### src/rtl/uart_packet_sender_pkg.sv
// Shared types and constants for the UART packet sender: FSM states, byte
// phases and the checksum accumulate helper.
package uart_packet_sender_pkg;

    typedef enum logic [2:0] {
        UPS_IDLE     = 3'd0,
        UPS_LOAD     = 3'd1,
        UPS_WAIT_RDY = 3'd2,
        UPS_STROBE   = 3'd3,
        UPS_WAIT_ACK = 3'd4,
        UPS_WAIT_FIN = 3'd5,
        UPS_DONE     = 3'd6
    } ups_state_e;

    typedef enum logic [1:0] {
        PH_HDR  = 2'd0,
        PH_PAY  = 2'd1,
        PH_CSUM = 2'd2
    } ups_phase_e;

    localparam logic [7:0] UPS_HDR_DEFAULT = 8'hA5;

    // Checksum is a plain modulo-256 sum; overflow wraps silently.
    function automatic logic [7:0] csum_add(input logic [7:0] acc, input logic [7:0] b);
        return acc + b;
    endfunction

endpackage

### src/rtl/uart_packet_sender_byte_mux.sv
// Combinational selection of the byte to transmit: header constant, payload
// byte (MSB first, indexed by idx_i) or the running checksum.
module ups_byte_mux
    import uart_packet_sender_pkg::*;
#(
    parameter int         DATA_W   = 32,
    parameter int         IDX_W    = 2,
    parameter logic [7:0] HDR_BYTE = UPS_HDR_DEFAULT
) (
    input  ups_phase_e        phase_i,
    input  logic [IDX_W-1:0]  idx_i,
    input  logic [DATA_W-1:0] payload_i,
    input  logic [7:0]        csum_i,
    output logic [7:0]        byte_o
);

    localparam int NBYTES = DATA_W / 8;

    logic [NBYTES-1:0][7:0] bytes_w;
    logic [7:0]             pay_byte_w;

    assign bytes_w = payload_i;

    // idx 0 is the most significant byte.
    always_comb begin
        pay_byte_w = 8'h00;
        for (int i = 0; i < NBYTES; i++) begin
            if (idx_i == IDX_W'(NBYTES - 1 - i)) pay_byte_w = bytes_w[i];
        end
    end

    always_comb begin
        case (phase_i)
            PH_HDR:  byte_o = HDR_BYTE;
            PH_PAY:  byte_o = pay_byte_w;
            default: byte_o = csum_i;
        endcase
    end

endmodule

### src/rtl/uart_packet_sender.sv
// Streams a latched DATA_W payload to uart_transmit as [header] bytes MSB-first
// [checksum], one send strobe per byte with an acknowledge timeout.
module uart_packet_sender
    import uart_packet_sender_pkg::*;
#(
    parameter int         DATA_W   = 32,
    parameter bit         HDR_EN   = 1'b1,
    parameter logic [7:0] HDR_BYTE = UPS_HDR_DEFAULT,
    parameter bit         CSUM_EN  = 1'b1,
    parameter int         ACK_TO   = 1023
) (
    input  logic              clk,
    input  logic              rst,
    input  logic              start,
    input  logic [DATA_W-1:0] payload,
    output logic              busy,
    output logic              done,
    output logic              err,
    output logic              tx_send,
    output logic [7:0]        tx_data,
    input  logic              tx_ready
);

    localparam int NBYTES = DATA_W / 8;
    localparam int IDX_W  = (NBYTES > 1) ? $clog2(NBYTES) : 1;
    localparam int CNT_W  = (ACK_TO > 0) ? $clog2(ACK_TO + 1) : 1;
    localparam ups_phase_e FIRST_PH = HDR_EN ? PH_HDR : PH_PAY;

    ups_state_e        state_q,   state_d;
    ups_phase_e        phase_q,   phase_d;
    logic [DATA_W-1:0] payload_q, payload_d;
    logic [IDX_W-1:0]  idx_q,     idx_d;
    logic [7:0]        csum_q,    csum_d;
    logic [CNT_W-1:0]  cnt_q,     cnt_d;
    logic [7:0]        tx_data_q, tx_data_d;
    logic              tx_send_q, tx_send_d;
    logic              busy_q,    busy_d;
    logic              done_q,    done_d;
    logic              err_q,     err_d;

    logic [7:0] mux_byte_w;
    logic       last_pay_w;
    logic       last_w;

    ups_byte_mux #(
        .DATA_W   (DATA_W),
        .IDX_W    (IDX_W),
        .HDR_BYTE (HDR_BYTE)
    ) u_byte_mux (
        .phase_i   (phase_q),
        .idx_i     (idx_q),
        .payload_i (payload_q),
        .csum_i    (csum_q),
        .byte_o    (mux_byte_w)
    );

    assign last_pay_w = (phase_q == PH_PAY) && (idx_q == IDX_W'(NBYTES - 1));
    assign last_w     = (phase_q == PH_CSUM) || (last_pay_w && !CSUM_EN);

    always_comb begin
        state_d   = state_q;
        phase_d   = phase_q;
        payload_d = payload_q;
        idx_d     = idx_q;
        csum_d    = csum_q;
        cnt_d     = cnt_q;
        tx_data_d = tx_data_q;
        busy_d    = busy_q;
        err_d     = err_q;
        tx_send_d = 1'b0;
        done_d    = 1'b0;

        case (state_q)
            UPS_IDLE: begin
                if (start) begin
                    payload_d = payload;
                    idx_d     = '0;
                    phase_d   = FIRST_PH;
                    csum_d    = 8'h00;
                    err_d     = 1'b0;
                    busy_d    = 1'b1;
                    state_d   = UPS_LOAD;
                end
            end
            UPS_LOAD: begin
                tx_data_d = mux_byte_w;
                state_d   = UPS_WAIT_RDY;
            end
            UPS_WAIT_RDY: begin
                // No timeout here: uart_transmit may still be finishing an earlier byte.
                if (tx_ready) begin
                    tx_send_d = 1'b1;
                    state_d   = UPS_STROBE;
                end
            end
            UPS_STROBE: begin
                if (phase_q != PH_CSUM) csum_d = csum_add(csum_q, tx_data_q);
                cnt_d   = '0;
                state_d = UPS_WAIT_ACK;
            end
            UPS_WAIT_ACK: begin
                if (!tx_ready) begin
                    state_d = UPS_WAIT_FIN;
                end else if (cnt_q == CNT_W'(ACK_TO)) begin
                    err_d   = 1'b1;
                    busy_d  = 1'b0;
                    done_d  = 1'b1;
                    state_d = UPS_DONE;
                end else begin
                    cnt_d = cnt_q + CNT_W'(1);
                end
            end
            UPS_WAIT_FIN: begin
                if (tx_ready) begin
                    if (last_w) begin
                        busy_d  = 1'b0;
                        done_d  = 1'b1;
                        state_d = UPS_DONE;
                    end else begin
                        if (phase_q == PH_HDR) begin
                            phase_d = PH_PAY;
                            idx_d   = '0;
                        end else if (last_pay_w) begin
                            phase_d = PH_CSUM;
                        end else begin
                            idx_d = idx_q + IDX_W'(1);
                        end
                        state_d = UPS_LOAD;
                    end
                end
            end
            UPS_DONE: begin
                state_d = UPS_IDLE;
            end
            default: begin
                state_d = UPS_IDLE;
            end
        endcase
    end

    always_ff @(posedge clk) begin
        if (rst) begin
            state_q   <= UPS_IDLE;
            phase_q   <= PH_HDR;
            payload_q <= '0;
            idx_q     <= '0;
            csum_q    <= 8'h00;
            cnt_q     <= '0;
            tx_data_q <= 8'h00;
            tx_send_q <= 1'b0;
            busy_q    <= 1'b0;
            done_q    <= 1'b0;
            err_q     <= 1'b0;
        end else begin
            state_q   <= state_d;
            phase_q   <= phase_d;
            payload_q <= payload_d;
            idx_q     <= idx_d;
            csum_q    <= csum_d;
            cnt_q     <= cnt_d;
            tx_data_q <= tx_data_d;
            tx_send_q <= tx_send_d;
            busy_q    <= busy_d;
            done_q    <= done_d;
            err_q     <= err_d;
        end
    end

    assign busy    = busy_q;
    assign done    = done_q;
    assign err     = err_q;
    assign tx_send = tx_send_q;
    assign tx_data = tx_data_q;

endmodule

### config.mk
export PLATFORM = sky130hd
export DESIGN_NAME = uart_packet_sender
export DESIGN_NICKNAME = d
export VERILOG_FILES = /design/src/rtl/uart_packet_sender_pkg.sv /design/src/rtl/uart_packet_sender_byte_mux.sv /design/src/rtl/uart_packet_sender.sv
export SDC_FILE = /design/constraint.sdc
export NUM_CORES = 1
export LEC_CHECK = 0
export ABC_AREA = 0
export CORE_UTILIZATION = 50
export CTS_CLUSTER_DIAMETER = 40
export DETAILED_ROUTE_END_ITERATION = 12
export PLACE_DENSITY = 0.7
export SLEW_MARGIN = 10
export SYNTH_ARGS = -nofsm -noshare
export SYNTH_HDL_FRONTEND = slang
export SYNTH_SLANG_ARGS = --single-unit
### constraint.sdc
create_clock -name clk -period 2.2 [get_ports clk]
set_input_delay 0.22 -clock clk [delete_from_list [all_inputs] [get_ports clk]]
set_output_delay 0.22 -clock clk [all_outputs]
set_load 0.03 [all_outputs]
==> impl_metrics.yaml <==
drt:
  drc: 0
  ant_nets: 0
  vias: 3125
  routed_wl_um: 7833
  drt-vias-per-instance: 5.590
  drtIter0Drc: 117
  dr.pass1.iters: 4
  post_drt_wl_per_cell_um: 14.01
die:
  rows: 29
  die_h_um: 85.12
  core_um2: 6495
  die_w_um: 85.12
  dieArea_um2: 7245
  pin_count: 48
  start_util: 0.5319
setup_path:
  crit_path_start_kind: "flop"
  arrival_ns: 2.17
  critPathSlowestCell: "fa_1"
  ff2ff_setup_slack_ns: 0.29
  crit_path_end_kind: "flop"
  cp_slowest_stage_delay_ns: 0.40
  worst_ep_required_time_ns: 2.46
  critical_path_class: "flop to flop"
  path_max_fanout: 3
  crit_chain: "ha_1, fa_1, a21o_1, a21oi_1, o211ai_1, xnor2_1, o31ai_1"
sta:
  final_hold_viol_count: 0
  tns_ns: 0
  setup_viol: 0
  setup_ws_ns: 0.2916
  drv_slew: 0
  worstMarginPinSlew_ns: 0.5235
  fin_crit_sh: 0.8675
  fin_skew_ns: 0.008070
  period_needed_ns: 1.908
  rsz0062_at_grt: "no"
  fmax_mhz: 524.0
  max_slew_margin: 0.6510
cts:
  cts_sinks: 69
  cts_tree: "done"
  cts_setup_buffers: 0
  ctsHtreeMaxLevel: 3
  cts-root-buf: "clkbuf_8"
  hold_buffers: 0
  clock_latency_ns: 0.35
  cts_resized: 0
  clkTransAtPathRegs_ns: 0.07
  cts_buffers: 9
  clock_path_buffers: 2
grt:
  first_global_vias: 2847
  globalRouteOverflowTotal: 0
  grt_pass1_wl_um: 13480
  grt_antenna_before_repair: 0
  gr-usage-all-layers: 0.2349
  grt_start_max_net_pins: 23
synth:
  netlist_area_um2: 3455
  synth_flop_cell: "dfxtp_1"
  synth_seq_area_share: 0.3999
  syn_nets: 487
  synth_area_leaders: "dfxtp_1 40%, nand2_1 11%, a21oi_1 8.7%, ha_1 4.3%, nor2_1 3.5%"
  synth_edf_count: 0
  avgSynthCellArea_um2: 7.887
  synth-seq-cells: 69
  synth.top_cell.area_share: 0.3999
  synth_top_cell_by_area: "dfxtp_1"
  synth_cell_type_count: 50
  async_reset_ff_frac: 0
  synthCells: 438
  yosys_warnings: 0
placement:
  preCtsSetupSlack_ns: 0.2099
  hpwl_um: 5679
  gp_congestion: 0.7540
  port_buffers: 47
pwr:
  comb_power_share: 0.239
  clkPwrFrac: 0.292
  leakage_uw: 0.001488
  p_int_uw: 2149
  worst_ir_drop_vdd_v: 0.0003692
  swShare: 0.3101
  p_sw_uw: 965.9
  sequentialPowerShare: 0.470
  powerDensity_nw_per_um2: 748.0
final_layout:
  finalNetCount: 528
  nFillCells: 607
  num_antenna_cells: 0
  post-route-util: 0.6411
  drive_above_1_share: 0.07884
  area_growth_pct: 20.54
status:
  status: "finished clean"
run:
  max_cap_violations: 0
min_path:
  hold_class: "input pin to flop"
[kinds of logic after synthesis]
logic type                 after synthesis  share of synthesized area
adders and majority gates               13                    0.04926
DFF                                     69                     0.3999
AOI/OAI and AO/OA                      117                     0.2180
muxes                                    1                   0.002898
and+or+nand+nor                        186                     0.2485
buffers and inverters                   39                    0.04853
xor gates and xnor gates                13                    0.03296
[routing by layer]
layer	GRT usage	up-vias	share of wire
met5	0	-	0
met4	0.06934	0	0.013
met3	0.04767	9	0.034
met2	0.3658	52	0.46
met1	0.3293	1446	0.49
li1	-	1618	-
[Yosys cell counts, types with 2 or more instances]
cell / count
a311oi_1: 6
buf_2: 5
nor3b_1: 5
o211ai_1: 5
buf_6: 2
a21oi_1: 60
nand4b_1: 2
xor2_1: 2
a31oi_1: 6
ha_1: 12
dfxtp_1: 69
clkbuf_1: 23
inv_1: 8
nor4b_1: 3
xnor2_1: 11
a221oi_1: 4
a21o_1: 4
nor2b_1: 8
nand3_1: 13
nand3b_1: 3
a211oi_1: 3
nand2b_1: 9
nand2_1: 97
a2111oi_2: 2
nor2_1: 32
nor3_1: 6
o221ai_1: 4
o31ai_1: 6
o21ai_0: 6
or2_2: 2
[worst paths after layout]
path | startpoint | end | cells after the start
worst max-delay path | tx_data[0] | csum_q[6] | 7
worst min-delay path | rst | payload_q[28] | 2
worst max register to register | tx_data[0] | csum_q[6] | 7
worst min register to register | payload_q[25] | payload_q[25] | 2
[per-stage QoR]
step | total power [uW] | cell area (um^2) | instances | hold WS [ns]
floorplan | 1966 | 3455 | 438 | 0.3560
global placement | 2222 | 3990 | 545 | 0.4411
detailed placement | 2233 | 3990 | 545 | 0.4420
CTS | 3141 | 4155 | 559 | 0.2894
global route | 3301 | 4164 | 559 | 0.3188
finish | 3114 | 4164 | 559 | 0.2997
[critical path, delay by kind of cell, from the launching register on]
kind,cells,cell delay [ns]
AOI/OAI and AO/OA,4,0.72
adders and majority gates,2,0.62
DFF,1,0.33
xor gates and xnor gates,1,0.14
[layout make-up]
type	instances	area (um^2)	area share
Inverter	8	30.03	0.007212
Tap cell	77	96.34	0.02314
Timing Repair Buffer	61	570.5	0.1370
Clock buffer	12	155.1	0.03726
Clock inverter	2	10.01	0.002404
Multi-Input combinational cell	330	1921	0.4612
Sequential cell	69	1381	0.3317
[flip-flops by register name (all words and copies together), names as in the netlist]
| register | flops |
|---|---|
| payload_q | 32 |
| cnt_q | 10 |
| csum_q | 8 |
| tx_data | 8 |
| state_q | 3 |
| idx_q | 2 |
| phase_q | 2 |
| busy | 1 |
| done | 1 |
| err | 1 |
| tx_send | 1 |
[cells in the final DEF, fill, tap and decap left out, types with 11 or more instances in the layout]
cell type and count:
xnor2_1 11, nor2_1 32, nand3_1 13, a21oi_1 60, ha_1 12, buf_4 14
clkdlybuf4s50_1 46, nand2_1 97, dfxtp_1 69, clkbuf_8 11
[power by group through the flow]
stage,logic (uW),registers [uW],clock network [uW]
global placement,736,1490,0
finish,744,1460,908
CTS,748,1460,931
floorplan,450,1520,0
global route,827,1480,998
detailed placement,743,1490,0
Power figures use the tool's default switching activity.
